[src/rtl/mem_access.sv]
// mem_access: MEM-stage data-bus access unit.
// Runs one load or store per instruction over a request/ack data bus,
// holds the pipeline until the access completes or times out, and
// formats load data (byte/half/word, sign or zero extension).
// Optional build macro MEM_ALIGN_CHECK_EN: when defined, misaligned
// half/word accesses raise adel/ades and never reach the bus; when
// undefined, the low address bits are ignored for half/word accesses.
module mem_access #(
  parameter int TIMEOUT_CYCLES = 255
) (
  input  logic        clk,
  input  logic        rst,
  input  logic        in_valid,
  input  logic        mem_read,
  input  logic        mem_write,
  input  logic [1:0]  mem_size,
  input  logic        mem_sign,
  input  logic [31:0] addr,
  input  logic [31:0] wdata_in,
  output logic        dreq,
  output logic        dwe,
  output logic [3:0]  dbe,
  output logic [31:0] daddr,
  output logic [31:0] dwdata,
  input  logic [31:0] drdata,
  input  logic        dack,
  output logic [31:0] load_data,
  output logic        stall,
  output logic        adel,
  output logic        ades,
  output logic        bus_err
);

  localparam logic [1:0] IDLE = 2'd0;
  localparam logic [1:0] BUSY = 2'd1;
  localparam logic [1:0] DONE = 2'd2;

  // Last BUSY count value before the access is declared dead.
  localparam logic [9:0] TO_LAST = 10'(TIMEOUT_CYCLES - 1);

  logic [1:0]  state;
  logic [9:0]  busy_cnt;
  logic        req_any;
  logic        is_byte;
  logic        is_half;
  logic        addr_err;
  logic        start;
  logic [1:0]  off_p0;
  logic [3:0]  be_p0;
  logic [31:0] wd_p0;

  // Request held for the duration of the access (used to format the load).
  logic        load_p1;
  logic [1:0]  size_p1;
  logic        sign_p1;
  logic [1:0]  off_p1;

  // Select the addressed byte/half of the bus word and extend it.
  function automatic logic [31:0] fmt_load(input logic [31:0] rd,
                                           input logic [1:0]  sz,
                                           input logic        sx,
                                           input logic [1:0]  off);
    logic [7:0]  b;
    logic [15:0] h;
    case (off)
      2'd0:    b = rd[7:0];
      2'd1:    b = rd[15:8];
      2'd2:    b = rd[23:16];
      default: b = rd[31:24];
    endcase
    h = off[1] ? rd[31:16] : rd[15:0];
    case (sz)
      2'b00:   fmt_load = {{24{sx & b[7]}}, b};
      2'b01:   fmt_load = {{16{sx & h[15]}}, h};
      default: fmt_load = rd;
    endcase
  endfunction

  assign req_any = in_valid & (mem_read | mem_write);
  assign is_byte = (mem_size == 2'b00);
  assign is_half = (mem_size == 2'b01);

`ifdef MEM_ALIGN_CHECK_EN
  assign addr_err = (is_half & addr[0]) | (mem_size[1] & (addr[1:0] != 2'b00));
  assign adel     = in_valid & mem_read & addr_err;
  assign ades     = in_valid & ~mem_read & mem_write & addr_err;
`else
  assign addr_err = 1'b0;
  assign adel     = 1'b0;
  assign ades     = 1'b0;
`endif

  assign start = req_any & ~addr_err;
  assign stall = ((state == IDLE) & start) | (state == BUSY);

  // Lane offset, byte enables and lane-placed store data for the new request.
  always_comb begin
    off_p0 = 2'b00;
    be_p0  = 4'b1111;
    wd_p0  = wdata_in;
    if (is_byte) begin
      off_p0 = addr[1:0];
      be_p0  = 4'b0001 << addr[1:0];
      wd_p0  = {4{wdata_in[7:0]}};
    end else if (is_half) begin
      off_p0 = {addr[1], 1'b0};
      be_p0  = addr[1] ? 4'b1100 : 4'b0011;
      wd_p0  = {2{wdata_in[15:0]}};
    end
  end

  // Access FSM: bus request registers, timeout counter and load result.
  always_ff @(posedge clk or posedge rst) begin
    if (rst) begin
      state     <= IDLE;
      busy_cnt  <= '0;
      dreq      <= 1'b0;
      dwe       <= 1'b0;
      dbe       <= 4'b0000;
      daddr     <= '0;
      dwdata    <= '0;
      load_data <= '0;
      bus_err   <= 1'b0;
      load_p1   <= 1'b0;
      size_p1   <= 2'b00;
      sign_p1   <= 1'b0;
      off_p1    <= 2'b00;
    end else begin
      bus_err <= 1'b0;
      case (state)
        IDLE: begin
          // p0 -> p1: capture the request and launch it on the bus
          if (start) begin
            state    <= BUSY;
            busy_cnt <= '0;
            dreq     <= 1'b1;
            dwe      <= ~mem_read;
            dbe      <= be_p0;
            daddr    <= {addr[31:2], 2'b00};
            dwdata   <= wd_p0;
            load_p1  <= mem_read;
            size_p1  <= mem_size;
            sign_p1  <= mem_sign;
            off_p1   <= off_p0;
          end
        end
        BUSY: begin
          // p1 -> p2: complete on ack, or give up once the wait budget is spent
          if (dack) begin
            if (load_p1) begin
              load_data <= fmt_load(drdata, size_p1, sign_p1, off_p1);
            end
            dreq  <= 1'b0;
            dwe   <= 1'b0;
            state <= DONE;
          end else if (busy_cnt == TO_LAST) begin
            bus_err <= 1'b1;
            dreq    <= 1'b0;
            dwe     <= 1'b0;
            state   <= DONE;
          end else begin
            busy_cnt <= busy_cnt + 10'd1;
          end
        end
        DONE: begin
          state <= IDLE;
        end
        default: begin
          state <= IDLE;
        end
      endcase
    end
  end

endmodule

[config.mk]
export PLATFORM = sky130hd
export DESIGN_NAME = mem_access
export DESIGN_NICKNAME = d
export VERILOG_FILES = /design/src/rtl/mem_access.sv
export SDC_FILE = /design/constraint.sdc
export NUM_CORES = 1
export LEC_CHECK = 0
export CAP_MARGIN = 30
export CELL_PAD_IN_SITES_DETAIL_PLACEMENT = 1
export CELL_PAD_IN_SITES_GLOBAL_PLACEMENT = 2
export CORE_MARGIN = 5
export CORE_UTILIZATION = 23
export CTS_CLUSTER_SIZE = 16
export DETAILED_ROUTE_END_ITERATION = 10
export GPL_TIMING_DRIVEN = 0
export PLACE_DENSITY = 0.86
export SLEW_MARGIN = 20
export SYNTH_ARGS = -nofsm -noshare
export SYNTH_HDL_FRONTEND = slang
export SYNTH_SLANG_ARGS = --single-unit
[constraint.sdc]
create_clock -name clk -period 4.1 [get_ports clk]
set_clock_uncertainty 0.2 [all_clocks]
set_input_delay 0.82 -clock clk [delete_from_list [all_inputs] [get_ports clk]]
set_output_delay 0.82 -clock clk [all_outputs]
set_load 0.01 [all_outputs]
==> impl_metrics.csv, run 1 <==
group,metric,value,unit
timing,fmax,260,MHz
global_route,overflow,0,
logic_synthesis,yosysTopAreaCell,"dfrtp_1",
logic_synthesis,synth_top_family_by_area,"simple AND/OR/NAND/NOR gates",
timing,fin_crit_sh,0.938,
clocking,clock-sinks,119,
layout,fillers,2766,
placed_design,gp_congestion,0.769,
clocking,cts.path.max_buffers,2,
critical_path,worstPathRequired,3080,ps
layout,multi_input_area,2420,µm²
die,core_area,24200,µm²
logic_synthesis,yosys.area_share.simple,0.204,
logic_synthesis,avgSynthCellArea,9.21,µm²
layout,drive_above_1_share,0.103,
logic_synthesis,yosysUniqueCellTypes,50,
logic_synthesis,synthFlopType,"dfrtp_1",
timing,hold_viol,0,
timing,period_minus_slack,3850,ps
clocking,clockRootBuffer,"clkbuf_16",
logic_synthesis,synth.top_cell.area_share,0.530,
power_and_ir_drop,p_leak,3.83,nW
die,ioPinCount,211,
clocking,cts-buffers-inserted,17,
timing,max_slew_margin,0.470,
power_and_ir_drop,pwr_density_cell,605,nW/µm²
timing,maxSlewViolCount,0,
die,initial_utilization,0.232,
power_and_ir_drop,p_clk_frac,0.277,
routing,totalWireLength,21.2,mm
power_and_ir_drop,pwr-share-seq,0.346,
layout,seqCellArea,2980,µm²
die,num_rows,57,
routing,via_per_inst,4.43,
power_and_ir_drop,p_int,3.52,mW
layout,diodes,0,
critical_path,critPathLaunchType,"input pin",
logic_synthesis,muxShareOfSynthArea,0.0817,
timing,tns,0,ps
critical_path,path_class,"in -> out",
timing,tightest_slew,795,ps
global_route,grt_pass1_wl,33.9,mm
die,fp.dieH,166,µm
power_and_ir_drop,p_sw,1.78,mW
timing,setup_violations,0,
routing,drc_errors,0,
logic_synthesis,synth_adder_area_share,0.00445,
timing,grt_setup_unrepaired,"false",
flow_run,maxCapViolations,0,
critical_path,crit_fanout,10,
clocking,htreeDepth,4,
critical_path,end_kind,"output pin",
logic_synthesis,ys_seq_elements,119,
logic_synthesis,synth-edff-count,0,
power_and_ir_drop,p_sw_frac,0.336,
clocking,clk_pin_slew,60,ps
global_route,grt_max_degree,31,
placed_design,place_ws,59.5,ps
power_and_ir_drop,ir_worst_vdd,0.247,mV
layout,area_growth,55.9,%
power_and_ir_drop,p_comb_frac,0.377,
die,die_area,27700,µm²
timing,setup_slack,254,ps
global_route,grt_pass1_vias,5775,
logic_synthesis,netlist_top_cells_area,"dfrtp_1, nand2_1, mux2i_1",
global_route,grt_usage,0.155,
layout,nNetsFinal,948,
placed_design,place.port_buffers,205,
logic_synthesis,ys_async_sr_fraction,1.00,
clocking,cts_tree,"done",
routing,ant_nets,0,
logic_synthesis,yosysWarnings,0,
logic_synthesis,netlist_area,5620,µm²
logic_synthesis,synthXorXnorAreaFrac,0.00156,
routing,firstDrtPassIters,4,
routing,vias,5218,
clocking,clkLatencyLatePin,400,ps
timing,whs,271,ps
routing,wl_per_cell,18.0,µm
power_and_ir_drop,power.total,5.30,mW
global_route,antenna_found_initial,1,
logic_synthesis,synth-compound-area-share,0.135,
logic_synthesis,ys_seq_area_frac,0.530,
clocking,hold_buffers,0,
die,die_w,166,µm
placed_design,dp_hpwl,16.2,mm
routing,drt-initial-drc-count,149,
logic_synthesis,synthCells,610,
critical_path,crit_arrival,2830,ps
status,status,"finished clean",
min_path,hp-class,"reg -> reg",
[routing by layer]
metal  global-route usage  part of all wire
met2                0.261              0.48
met5                    0           0.00052
met4               0.0203            0.0047
met1                0.189              0.43
met3               0.0686             0.084
[state kept, by name, summed over array words and instances, names as in the netlist]
| signal | count |
|---|---|
| busy_cnt | 10 |
| dreq | 1 |
| size_p1 | 2 |
| sign_p1 | 1 |
| dwdata | 32 |
| daddr | 30 |
| load_p1 | 1 |
| state | 2 |
| dbe | 4 |
| load_data | 32 |
| off_p1 | 2 |
| dwe | 1 |
| bus_err | 1 |
[cell type report]
cell class,instances,area share
Clock inverter,12,0.0133
Timing Repair Buffer,209,0.243
Buffer,41,0.0234
Inverter,8,0.00386
Clock buffer,20,0.0533
Multi-Input combinational cell,445,0.276
Sequential cell,119,0.340
Tap cell,324,0.0463
[per-stage QoR]
step,util,area (µm²),instances
after detailed placement,0.338,8170,1146
after global placement,0.335,8090,1142
final,0.362,8760,1178
after floorplan,-,5630,613
after global routing,0.362,8760,1178
after CTS,0.362,8750,1178
[path summary, 6_finish.rpt]
check | startpoint | endpoint | slack (ps) | cells after the start
setup / recovery | mem_read | stall | 250 | 6
hold / removal | daddr[3] | daddr[3] | 270 | 2
setup reg to reg | state[1] | load_data[18] | 1990 | 5
hold reg to reg | daddr[3] | daddr[3] | 270 | 2
max in group asynchronous | rst | load_data[6] | 2470 | 4
min in group asynchronous | rst | dwdata[20] | 530 | 2
[what timing repair did]
action	CTS	global route
buffers inserted	0	0
resized for setup	0	1
setup endpoints to repair	0	1
[layout by cell type (no fill, tap or decap), types with 6 or more instances in the layout]
| master | instances |
|---|---|
| nand3_1 | 6 |
| clkinvlp_4 | 6 |
| a21oi_1 | 32 |
| buf_4 | 6 |
| clkbuf_1 | 17 |
| mux2i_1 | 29 |
| dfrtp_1 | 119 |
| clkbuf_16 | 17 |
| clkdlybuf4s50_1 | 205 |
| o21ai_1 | 6 |
| a22oi_1 | 7 |
| o21ai_0 | 51 |
| nor2_1 | 30 |
| o22ai_1 | 9 |
| buf_2 | 17 |
| nand2_1 | 203 |
| mux2_2 | 13 |
| o22a_1 | 7 |
| inv_1 | 7 |
[logic make-up (layout without fill, tap and decap cells)]
group	after synthesis	count (layout)
compound gates	127	127
xor+xnor	1	1
fa+ha+maj	2	2
buf+inv	49	290
flops	119	119
mux	43	43
other cells	1	4
simple gates	268	268
[synthesized netlist by cell type (3+ instances only)]
master	number
mux2_2	13
a21oi_1	32
clkbuf_1	17
o21ai_1	7
o21ai_0	51
nand2b_1	3
mux2i_1	29
inv_1	8
nand3_1	6
nor2_1	30
a22oi_1	7
o22ai_1	9
buf_4	6
o31ai_1	4
nand2_1	203
o22a_1	7
nor2b_1	3
dfrtp_1	119
buf_2	17
[critical path, stage by stage]
cell and delay [ps]:
clkdlybuf4s50_1 470, o21ai_2 300, buf_2 330, buf_2 320, nand2_1 90, clkdlybuf4s50_1 490
[power groups by stage]
stage	clock, mW	combinational (mW)	sequential (mW)
after global placement	0	1.99	1.84
after floorplan	0	0.653	2.00
after CTS	1.52	2.05	1.84
final	1.47	2.00	1.83
after global routing	1.58	2.18	1.90
after detailed placement	0	2.03	1.86
(Power assumes the default switching activity.)
==> run 2, diff against run 1 <==
--- a/config.mk
+++ b/config.mk
@@ -14,7 +14,6 @@
 export DETAILED_ROUTE_END_ITERATION = 10
 export GPL_TIMING_DRIVEN = 0
 export PLACE_DENSITY = 0.86
-export SLEW_MARGIN = 20
 export SYNTH_ARGS = -nofsm -noshare
 export SYNTH_HDL_FRONTEND = slang
 export SYNTH_SLANG_ARGS = --single-unit
==> run 2 against run 1 <==
Non-clock buffer count decreased by 1. First-iteration DRC count rose by 14%. Count of clock-buffer cells in the layout unchanged. Design area about the same. Worst setup slack worse by 4.3 ps. Clock power up 5%. Total power is 1.2% higher. Routed wire length about the same. Critical path type unchanged. Largest cell class unchanged. Largest power group unchanged.
==> impl_metrics.csv, run 2 (same netlist as run 1, synthesis figures left out) <==
group,metric,value,unit
clocking,cts-buffers-inserted,17,
status,status,"finished clean",
clocking,hold_buffers,0,
critical_path,rr_worst_depth,5,
global_route,antenna_found_initial,1,
critical_path,crit_buf_inv,4,
die,core_area,24200,µm²
critical_path,end_kind,"output pin",
critical_path,crit_arrival,2830,ps
timing,setup_violations,0,
timing,period_minus_slack,3850,ps
power_and_ir_drop,ir_worst_vdd,0.280,mV
clocking,cts_setup_buffers,0,
global_route,grt_usage,0.153,
layout,fillers,2797,
routing,wl_met2,10.0,mm
clocking,clk_pin_slew,50,ps
timing,max_slew_margin,0.473,
clocking,clkLatencyLatePin,410,ps
layout,diodes,0,
power_and_ir_drop,pwr_density_cell,612,nW/µm²
timing,grt_setup_unrepaired,"false",
global_route,grt_pass1_vias,5755,
layout,final_common_cell,"clkdlybuf4s50_1",
routing,ant_nets,0,
routing,firstDrtPassIters,4,
layout,reg_top3,"dwdata: 32 flops, load_data: 32 flops, daddr: 30 flops",
flow_run,maxCapViolations,0,
global_route,overflow,0,
critical_path,path_class,"in -> out",
critical_path,critPathLaunchType,"input pin",
die,die_area,27700,µm²
routing,vias,5203,
layout,final_cell_mix,"clkdlybuf4s50_1, nand2_1, dfrtp_1",
die,fp.dieH,166,µm
timing,tightest_slew,791,ps
layout,drive_above_1_share,0.102,
die,die_w,166,µm
min_path,min_to,"daddr[15]",
timing,fin_crit_sh,0.939,
clocking,clockRootBuffer,"clkbuf_16",
placed_design,place.port_buffers,205,
clocking,htreeDepth,4,
layout,area_growth,56.0,%
critical_path,slowest_delay,490,ps
timing,whs,270,ps
clocking,clock-sinks,119,
routing,met1_length,9.21,mm
routing,wl_per_cell,18.0,µm
power_and_ir_drop,power.total,5.36,mW
routing,via_per_inst,4.42,
critical_path,worstPathRequired,3080,ps
timing,maxSlewViolCount,0,
critical_path,crit_fanout,10,
layout,nNetsFinal,947,
timing,fmax,260,MHz
layout,stdcell_area,8760,µm²
routing,highest_layer,"met5",
critical_path,reg2reg_slack,1980,ps
routing,totalWireLength,21.2,mm
clocking,cts_resized,0,
critical_path,critical_path.top_delay_family,"buffers and inverters",
routing,drc_errors,0,
timing,hold_viol,0,
routing,drt-initial-drc-count,170,
placed_design,dpl_cell_area,8150,µm²
routing,dr_wl_met3,1.74,mm
die,ioPinCount,211,
clocking,cts_tree,"done",
timing,tns,0,ps
placed_design,gp_congestion,0.769,
min_path,hold_depth,2,
global_route,grt_max_degree,38,
min_path,hold_path.startpoint,"daddr[15]",
critical_path,path_cells,"clkdlybuf4s50_1 > o21ai_2 > buf_2 > buf_2 > nand2_1 > clkdlybuf4s50_1",
critical_path,reg2reg_to,"load_data[22]",
placed_design,dp_hpwl,16.2,mm
power_and_ir_drop,p_leak,3.84,nW
die,initial_utilization,0.232,
global_route,grt_pass1_wl,33.6,mm
min_path,hp-class,"reg -> reg",
die,num_rows,57,
clocking,cts.path.max_buffers,2,
critical_path,startpoint,"mem_read",
critical_path,slowest_stage,"clkdlybuf4s50_1",
critical_path,rr_startpoint,"state[1]",
## run 2: changes by cell type in the layout (fill, tap and decap cells not counted), sizes merged
cell,before,now
buf,28,27
bufinv,1,2
clkinv,2,5
clkinvlp,6,3
inv,11,10
## run 2: worst max path at each step
| stage | end | cells after the start | slack [ps] |
|---|---|---|---|
| 2_1_floorplan | stall | 5 | 1410 |
| 3_3_place_gp | stall | 6 | 60 |
| 3_5_place_dp | stall | 6 | 60 |
| 4_1_cts | stall | 6 | 50 |
| 5_1_grt | stall | 6 | 110 |
| 6_report | stall | 6 | 250 |
## run 2: final cells by class
type                    count  area (µm²)  share of cell area
flip-flops and latches    119        2980               0.340
multi-input cells         445        2420               0.276
repair buffers            208        2110               0.241
clock buffers              20         467              0.0533
well taps                 324         405              0.0463
plain buffers              41         205              0.0234
clock inverters            12         141              0.0161
inverters                   8        33.8             0.00385
## run 2: report_power, final
group | internal (mW) | leakage (nW) | switching (mW)
Clock | 0.952 | 0.294 | 0.584
Combinational | 1.04 | 2.07 | 0.952
Sequential | 1.58 | 1.48 | 0.247
Total | 3.58 | 3.84 | 1.78
## run 2: stage by stage
stage | util | instances | setup WS, ps
3_5_place_dp | 0.337 | 1145 | 55.4
4_1_cts | 0.362 | 1177 | 53.4
6_report | 0.362 | 1177 | 250
2_1_floorplan | - | 613 | 1410
3_3_place_gp | 0.335 | 1142 | 60.6
5_1_grt | 0.362 | 1177 | 107
## run 2: metal layers
layer	GRT usage	vias to the layer above
li1	-	2506
met1	0.189	2515
met2	0.253	166
met3	0.0614	14
met4	0.0349	2
met5	0	-
## run 2: worst min-delay path: cells and delay by family (launching register included)
kind / cells / cell delay, ps
and+or+nand+nor: 2 / 100
DFF: 1 / 340
